==> config.mk <==
export PLATFORM = sky130hd
export DESIGN_NAME = bot_update_reader
export DESIGN_NICKNAME = d
export VERILOG_FILES = /design/src/rtl/bot_update_reader_pkg.sv /design/src/rtl/bot_update_reader_fifo.sv /design/src/rtl/bot_update_reader.sv
export SDC_FILE = /design/constraint.sdc
export NUM_CORES = 1
export LEC_CHECK = 0
export CAP_MARGIN = 0
export CORE_MARGIN = 5
export CORE_UTILIZATION = 60
export DETAILED_ROUTE_END_ITERATION = 7
export PLACE_DENSITY_LB_ADDON = 0.1
export SLEW_MARGIN = 20
export SYNTH_ARGS = -nofsm -noshare
export SYNTH_HDL_FRONTEND = slang
export SYNTH_HIERARCHICAL = 1
export SYNTH_SLANG_ARGS = --single-unit
==> constraint.sdc <==
create_clock -name clk -period 9.25 [get_ports clk]
set_input_delay 1.85 -clock clk [delete_from_list [all_inputs] [get_ports clk]]
set_output_delay 1.85 -clock clk [all_outputs]
set_load 0.05 [all_outputs]
==> src/rtl/bot_update_reader_pkg.sv <==
// bot_update_pkg: shared types and constants for the Rojobot update reader.
//   state_t     - reader FSM states (IDLE, CAPTURE, ACK), 2-bit encoding
//   *_LSB       - bit positions of the 8-bit fields inside the bot info word
//   bot_info_t  - the 32-bit {LocX, LocY, Sensors, BotInfo} snapshot word
package bot_update_pkg;

    typedef enum logic [1:0] {
        IDLE    = 2'd0,
        CAPTURE = 2'd1,
        ACK     = 2'd2
    } state_t;

    localparam int INFO_W      = 32;
    localparam int FIELD_W     = 8;
    localparam int LOCX_LSB    = 24;
    localparam int LOCY_LSB    = 16;
    localparam int SENSORS_LSB = 8;
    localparam int BOTINFO_LSB = 0;

    typedef logic [INFO_W-1:0] bot_info_t;

endpackage

==> src/rtl/bot_update_reader_fifo.sv <==
// bot_snap_fifo: first-word-fall-through snapshot FIFO with exact occupancy.
// Ports:
//   clk, rst  - clock, synchronous active-high reset
//   wr_en     - push request; accepted when not full, or when full and a pop
//               happens on the same edge
//   wr_data   - word to push
//   rd_en     - pop request; ignored while empty
//   rd_valid  - head entry valid
//   rd_data   - head entry (shows the written word right after the write edge)
//   count     - entries held, 0..DEPTH
//   full      - count == DEPTH
module bot_snap_fifo #(
    parameter int DEPTH = 4,
    parameter int WIDTH = 32
) (
    input  logic                     clk,
    input  logic                     rst,
    input  logic                     wr_en,
    input  logic [WIDTH-1:0]         wr_data,
    input  logic                     rd_en,
    output logic                     rd_valid,
    output logic [WIDTH-1:0]         rd_data,
    output logic [$clog2(DEPTH):0]   count,
    output logic                     full
);
    localparam int AW = $clog2(DEPTH);
    localparam int CW = AW + 1;

    logic [WIDTH-1:0] mem [DEPTH];
    logic [AW-1:0]    wr_ptr;
    logic [AW-1:0]    rd_ptr;
    logic [CW-1:0]    cnt;
    logic             pop;
    logic             push;

    assign full     = (cnt == CW'(DEPTH));
    assign rd_valid = (cnt != '0);
    assign rd_data  = mem[rd_ptr];
    assign count    = cnt;

    // A pop frees the slot the push needs, so full+pop+push is legal.
    assign pop  = rd_en && rd_valid;
    assign push = wr_en && (!full || pop);

    always_ff @(posedge clk) begin
        if (rst) begin
            wr_ptr <= '0;
            rd_ptr <= '0;
            cnt    <= '0;
            for (int i = 0; i < DEPTH; i++) begin
                mem[i] <= '0;
            end
        end else begin
            if (push) begin
                mem[wr_ptr] <= wr_data;
                wr_ptr      <= wr_ptr + 1'b1;
            end
            if (pop) begin
                rd_ptr <= rd_ptr + 1'b1;
            end
            case ({push, pop})
                2'b10:   cnt <= cnt + 1'b1;
                2'b01:   cnt <= cnt - 1'b1;
                default: cnt <= cnt;
            endcase
        end
    end

endmodule

==> src/rtl/bot_update_reader.sv <==
// bot_update_reader: consumer end of the Rojobot update handshake.
// Detects the update-sync level, snapshots the bot info word into a FWFT
// FIFO once per handshake and raises int_ack until the sync level drops
// (or an optional timeout abandons the wait).
// Ports:
//   clk, rst        - clock, synchronous active-high reset
//   i_botupdt_sync  - update-pending level from the handshake flop (async)
//   i_botinfo       - {LocX, LocY, Sensors, BotInfo}, sampled only in CAPTURE
//   o_int_ack       - acknowledge level back to the handshake flop
//   o_rd_valid      - FIFO head valid
//   o_rd_data       - FIFO head snapshot
//   i_rd_en         - pop head
//   o_count         - entries held
//   o_overflow      - sticky, a snapshot was dropped on a full FIFO
//   o_ack_err       - sticky, an ACK timeout occurred
//   i_clr_err       - clears both sticky flags (a same-cycle set wins)
// Optional build macro: BOT_UPDATE_READER_DEDUP_EN - skip pushing a snapshot
// identical to the last word pushed since reset.
module bot_update_reader
    import bot_update_pkg::*;
#(
    parameter int FIFO_DEPTH  = 4,
    parameter int SYNC_STAGES = 2,
    parameter int ACK_TIMEOUT = 1024
) (
    input  logic                          clk,
    input  logic                          rst,
    input  logic                          i_botupdt_sync,
    input  logic [31:0]                   i_botinfo,
    output logic                          o_int_ack,
    output logic                          o_rd_valid,
    output logic [31:0]                   o_rd_data,
    input  logic                          i_rd_en,
    output logic [$clog2(FIFO_DEPTH):0]   o_count,
    output logic                          o_overflow,
    output logic                          o_ack_err,
    input  logic                          i_clr_err
);
    localparam int WAIT_W = (ACK_TIMEOUT > 0) ? $clog2(ACK_TIMEOUT + 1) : 1;
    localparam logic [WAIT_W-1:0] WAIT_LAST = WAIT_W'((ACK_TIMEOUT > 0) ? ACK_TIMEOUT - 1 : 0);
    localparam logic TIMEOUT_EN = (ACK_TIMEOUT != 0);

    logic [SYNC_STAGES-1:0] sync_ff;
    logic                   sync_s;
    state_t                 state;
    logic [WAIT_W-1:0]      wait_cnt;
    bot_info_t              snap_word;
    logic                   fifo_full;
    logic                   pop;
    logic                   dup;
    logic                   push_req;
    logic                   drop;
    logic                   timeout_hit;

    assign sync_s = sync_ff[SYNC_STAGES-1];

    // Field-wise assembly documents the word layout; bits are not reordered.
    assign snap_word = {i_botinfo[LOCX_LSB +: FIELD_W], i_botinfo[LOCY_LSB +: FIELD_W],
                        i_botinfo[SENSORS_LSB +: FIELD_W], i_botinfo[BOTINFO_LSB +: FIELD_W]};

    assign pop         = i_rd_en && o_rd_valid;
    assign push_req    = (state == CAPTURE) && !dup;
    assign drop        = push_req && fifo_full && !pop;
    assign timeout_hit = TIMEOUT_EN && (wait_cnt == WAIT_LAST);

`ifdef BOT_UPDATE_READER_DEDUP_EN
    // last_valid lets a first snapshot of zero through.
    logic      last_valid;
    bot_info_t last_word;

    assign dup = last_valid && (snap_word == last_word);

    always_ff @(posedge clk) begin
        if (rst) begin
            last_valid <= 1'b0;
            last_word  <= '0;
        end else if (push_req && !drop) begin
            last_valid <= 1'b1;
            last_word  <= snap_word;
        end
    end
`else
    assign dup = 1'b0;
`endif

    always_ff @(posedge clk) begin
        if (rst) begin
            sync_ff <= '0;
        end else begin
            sync_ff <= {sync_ff[SYNC_STAGES-2:0], i_botupdt_sync};
        end
    end

    always_ff @(posedge clk) begin
        if (rst) begin
            state     <= IDLE;
            o_int_ack <= 1'b0;
            wait_cnt  <= '0;
        end else begin
            case (state)
                IDLE: begin
                    o_int_ack <= 1'b0;
                    if (sync_s) state <= CAPTURE;
                end
                CAPTURE: begin
                    state     <= ACK;
                    o_int_ack <= 1'b1;
                    wait_cnt  <= '0;
                end
                ACK: begin
                    // Sync dropping takes precedence over a same-cycle timeout.
                    if (!sync_s || timeout_hit) begin
                        state     <= IDLE;
                        o_int_ack <= 1'b0;
                    end else begin
                        wait_cnt <= wait_cnt + 1'b1;
                    end
                end
                default: begin
                    state     <= IDLE;
                    o_int_ack <= 1'b0;
                end
            endcase
        end
    end

    always_ff @(posedge clk) begin
        if (rst) begin
            o_overflow <= 1'b0;
            o_ack_err  <= 1'b0;
        end else begin
            if (drop)           o_overflow <= 1'b1;
            else if (i_clr_err) o_overflow <= 1'b0;
            if (state == ACK && sync_s && timeout_hit) o_ack_err <= 1'b1;
            else if (i_clr_err)                       o_ack_err <= 1'b0;
        end
    end

    bot_snap_fifo #(
        .DEPTH (FIFO_DEPTH),
        .WIDTH (INFO_W)
    ) u_fifo (
        .clk      (clk),
        .rst      (rst),
        .wr_en    (push_req),
        .wr_data  (snap_word),
        .rd_en    (i_rd_en),
        .rd_valid (o_rd_valid),
        .rd_data  (o_rd_data),
        .count    (o_count),
        .full     (fifo_full)
    );

endmodule

Word level (Yosys, flattened, before mapping)
Memories as Yosys holds them, arrays and structs flattened. A register that Yosys moved wholly into a read port is not among the register bits. Index checks and enable logic that the tools add are counted.

Bits in writable memories: 128. Input port bits: 37. Memories: 1. Flip-flop bits (word level): 25. Output and inout port bits: 39.

Add/sub/neg operators: 5. Reductions and logical operators: 20. Muxes and demuxes: 21. Equality and inequality tests: 9.

Memories: u_fifo.mem (depth 4, width 32, rd ports 1, clocked after Yosys merged registers in 1, wr ports 4, RTL line bot_update_reader_fifo.sv:29) `logic [WIDTH-1:0] mem [DEPTH];`.

Operators by type and width (count): $mux 32 (1); $reduce_or 32->1 (1); $pmux 11 s2 (1); $add 11x1->11 const B (1); $eq 11x10->1 const B (1); $mux 11 (1); $mux 1 (10); $mux 2 (5); $reduce_bool 2->1 (4); $logic_and 1x1->1 (6); $ne 2x2->1 const B (3); $pmux 2 s3 (1); $pmux 3 s2 (1); $add 2x1->2 const B (2); $eq 2x1->1 const B (2); $eq 2x2->1 const B (2); $reduce_and 2->1 (2); $add 3x1->3 const B (1); $eq 3x3->1 const B (1); $logic_not 1->1 (3); $reduce_bool 3->1 (1); $sub 3x1->3 const B (1); $logic_not 2->1 (1); $logic_or 1x1->1 (2); $pmux 1 s2 (1).

Logic depth before layout (Yosys ltp)
Word-level depth: 9. Depth in mapped cells: 9.

By module
Netlist, hierarchy kept.

By module, submodules not included: bot_snap_fifo (area each 5970.7 µm², times used 1, cells each 364, seq. area each 4023.9 µm²); bot_update_reader (area each 882.1 µm², times used 1, cells each 90, seq. area each 360.3 µm²).

Worst setup path before layout
OpenSTA, ideal clock, no wires.

Path kind: in2reg. Start: in i_rd_en. End: mem u_fifo.mem[2][0], enable pin. Arrival time: 3635 ps. Slack: 5187 ps. Stages: 3. Buffers on the path: 0. Cells stage by stage: or4b_4 -> nand2_1 -> o21bai_1.

RTL lines: from (decl) (RTL line bot_update_reader.sv:33) `input logic i_rd_en,`; to (decl) (RTL line bot_update_reader_fifo.sv:29).

==> results.json <==
{
  "synth_warnings": 6,
  "synthMuxAreaShare_pct": 10.8,
  "setup_ws_ps": 4530,
  "ant_nets": 0,
  "ctsHoldBuffers": 0,
  "drt_wl_total_um": 13500,
  "viasPerCell": 5.74,
  "syn_nets": 493,
  "async_flop_share_pct": 0,
  "fmax_mhz": 212,
  "core_mm2": 0.0113,
  "setup_viol": 0,
  "fp.dieH_um": 117,
  "required_ps": 7400,
  "cts_tree": "built",
  "synth_seq_area_share_pct": 64.0,
  "fin_skew_ps": 6.87,
  "worst_path_max_delay_cell": "clkdlybuf4s50_1",
  "slew_headroom_pct": 40.2,
  "syn2layout_area_growth_pct": 21.2,
  "endpoint_kind": "output pin",
  "synth_largest_area_cell": "edfxtp_1",
  "initial_core_util_pct": 60.5,
  "chipWidth_um": 117,
  "crit_fanout": 17,
  "vias": 3938,
  "status": "finished clean",
  "synth_area_mm2": 0.00685,
  "cts_buffers": 17,
  "synth-simple-area-share_pct": 17.7,
  "drc": 0,
  "worstSetupPathType": "reg2out",
  "num_io_pins": 76,
  "ys.flop_type": "edfxtp_1",
  "hold_viol": 0,
  "pre_cts_ws_ps": 4730,
  "cts_setup_buffers": 0,
  "synth.distinct_cells": 55,
  "worst_pin_slew_ps": 896,
  "finalPower_mw": 1.57,
  "gr-total-overflow": 0,
  "final_cells": 686,
  "cp.arrival_ps": 2870,
  "maxSlewViolCount": 0,
  "antenna_found_initial": 0,
  "min_path_type": "reg2reg",
  "cts_sinks": 155,
  "slowest_delay_ps": 730,
  "root_buffer": "clkbuf_16",
  "route.met3.wl_um": 840,
  "grt_pass1_wl_um": 21800,
  "drt_iter0_markers": 286,
  "top_layer_used": "met4",
  "cp-start-kind": "flop",
  "synthTopCellsByCount": "128 x and2_1, 128 x edfxtp_1, 32 x mux4_2, 27 x dfxtp_1, 13 x clkbuf_1",
  "grt_setup_unrepaired": "false",
  "hpwlAfterDp_um": 8030,
  "drive_gt1_share_pct": 17.1,
  "synth_top_family_by_area": "simple AND/OR/NAND/NOR gates",
  "worst_hold_slack_ps": 435,
  "irDropWorstVdd_mv": 0.129,
  "port_buffers": 75,
  "met1_length_um": 5600,
  "fillers": 752,
  "synth_seq_cells": 155,
  "grt_pass1_vias": 4212,
  "tns_ps": 0,
  "gp_congestion": 0.807,
  "grt_start_max_net_pins": 36,
  "drv_cap": 0,
  "rows": 39,
  "synthXorXnorAreaFrac_pct": 0.767,
  "cts_resized": 0,
  "cts_buffer_depth": 2,
  "hold_depth": 1,
  "drtPass1Iterations": 4,
  "syn_avg_cell_area_um2": 15.1,
  "period_share_pct": 51.0,
  "synth_top_area_share_pct": 56.1,
  "synth_edf_count": 128,
  "fin_nets": 569,
  "r2r_cells": 6,
  "htree_num_levels": 4,
  "fin_crit_ps": 4720,
  "wl_met2_um": 6930,
  "place_inst": 652,
  "n_antenna_cell": 0,
  "die-area_mm2": 0.0137,
  "synth_compound_area_share_pct": 3.71,
  "clk_latency_ps": 410,
  "track_usage_pct": 21.4,
  "yosys.area_share.adder_pct": 0.475,
  "netlist_instances": 454,
  "p_leak_nw": 2.93,
  "crit_chain": "buf_4 -> mux4_2 -> clkdlybuf4s50_1",
  "p_per_area_mw_per_mm2": 190,
  "wl_per_cell_um": 19.7,
  "yosys-top-cells-area": "edfxtp_1 56%, and2_1 12%, mux4_2 11%",
  "clk_pin_slew_ps": 60
}
-- through the flow --
stage	cell area, um2	utilization (%)
final	8300	73.3
after global routing	8300	73.3
after CTS	8250	72.9
after detailed placement	7710	68.1
after global placement	7710	68.1
after floorplan	6850	-
-- flip-flops by register name, indices dropped and copies added (netlist names), named ones only --
register,cells
state,2
wait_cnt,11
o_int_ack,1
u_fifo/wr_ptr,2
u_fifo/rd_ptr,2
o_ack_err,1
u_fifo/mem,128
u_fifo/count,3
o_overflow,1
sync_ff,2
-- cells in the final DEF (no fill, tap or decap), drive strengths merged, types with 6 or more instances in the layout --
cell type and instances:
and2 128, nand3 12, clkbuf 18, or3 6, nand2 8, o211ai 6, edfxtp 128, inv 8
clkinv 7, dfxtp 27, a21oi 9, clkdlybuf4s50 75, buf 7, nor2 11, mux4 32
-- layer usage --
layer	GRT usage, %	vias up
met5	0	-
met2	36.7	113
met4	6.96	0
met3	4.52	9
met1	27.6	1968
li1	-	1848
-- power breakdown --
part	internal, mW	switching (mW)
registers	0.778	0.0133
clock network	0.364	0.259
logic	0.0670	0.0925
-- cells by family after synthesis --
logic type               Yosys count
flip-flops                       155
buffers and inverters             32
adder cells (fa/ha/maj)            2
multiplexers                      34
XOR/XNOR                           6
AND/OR/NAND/NOR                  193
AO/OA/AOI/OAI                     32
-- critical path: cells and delay by family (launching register included) --
| family | cells | cell delay, ps |
|---|---|---|
| DFF | 1 | 720 |
| muxes | 1 | 560 |
| buffers and inverters | 2 | 1160 |
-- final timing paths --
kind              slack [ps]                         endpoint                  start
setup / recovery        4530                    o_rd_data[26]                   flop
hold / removal           440            sync_ff[1]$_SDFF_PP0_  sync_ff[0]$_SDFF_PP0_
setup reg to reg        6160  u_fifo/mem[0][11]$_SDFFCE_PN0P_  state[0]$_SDFFE_PP0P_
hold reg to reg          440            sync_ff[1]$_SDFF_PP0_  sync_ff[0]$_SDFF_PP0_
-- cell type report --
class	instances	area (um2)	share of cell area, %
well taps	143	179	2.15
inverters	7	26.3	0.316
repair buffers	82	843	10.2
flip-flops and latches	155	4390	52.8
clock buffers	18	429	5.17
multi-input cells	267	2330	28.1
clock inverters	14	105	1.27
Power figures use the tool's default switching activity.
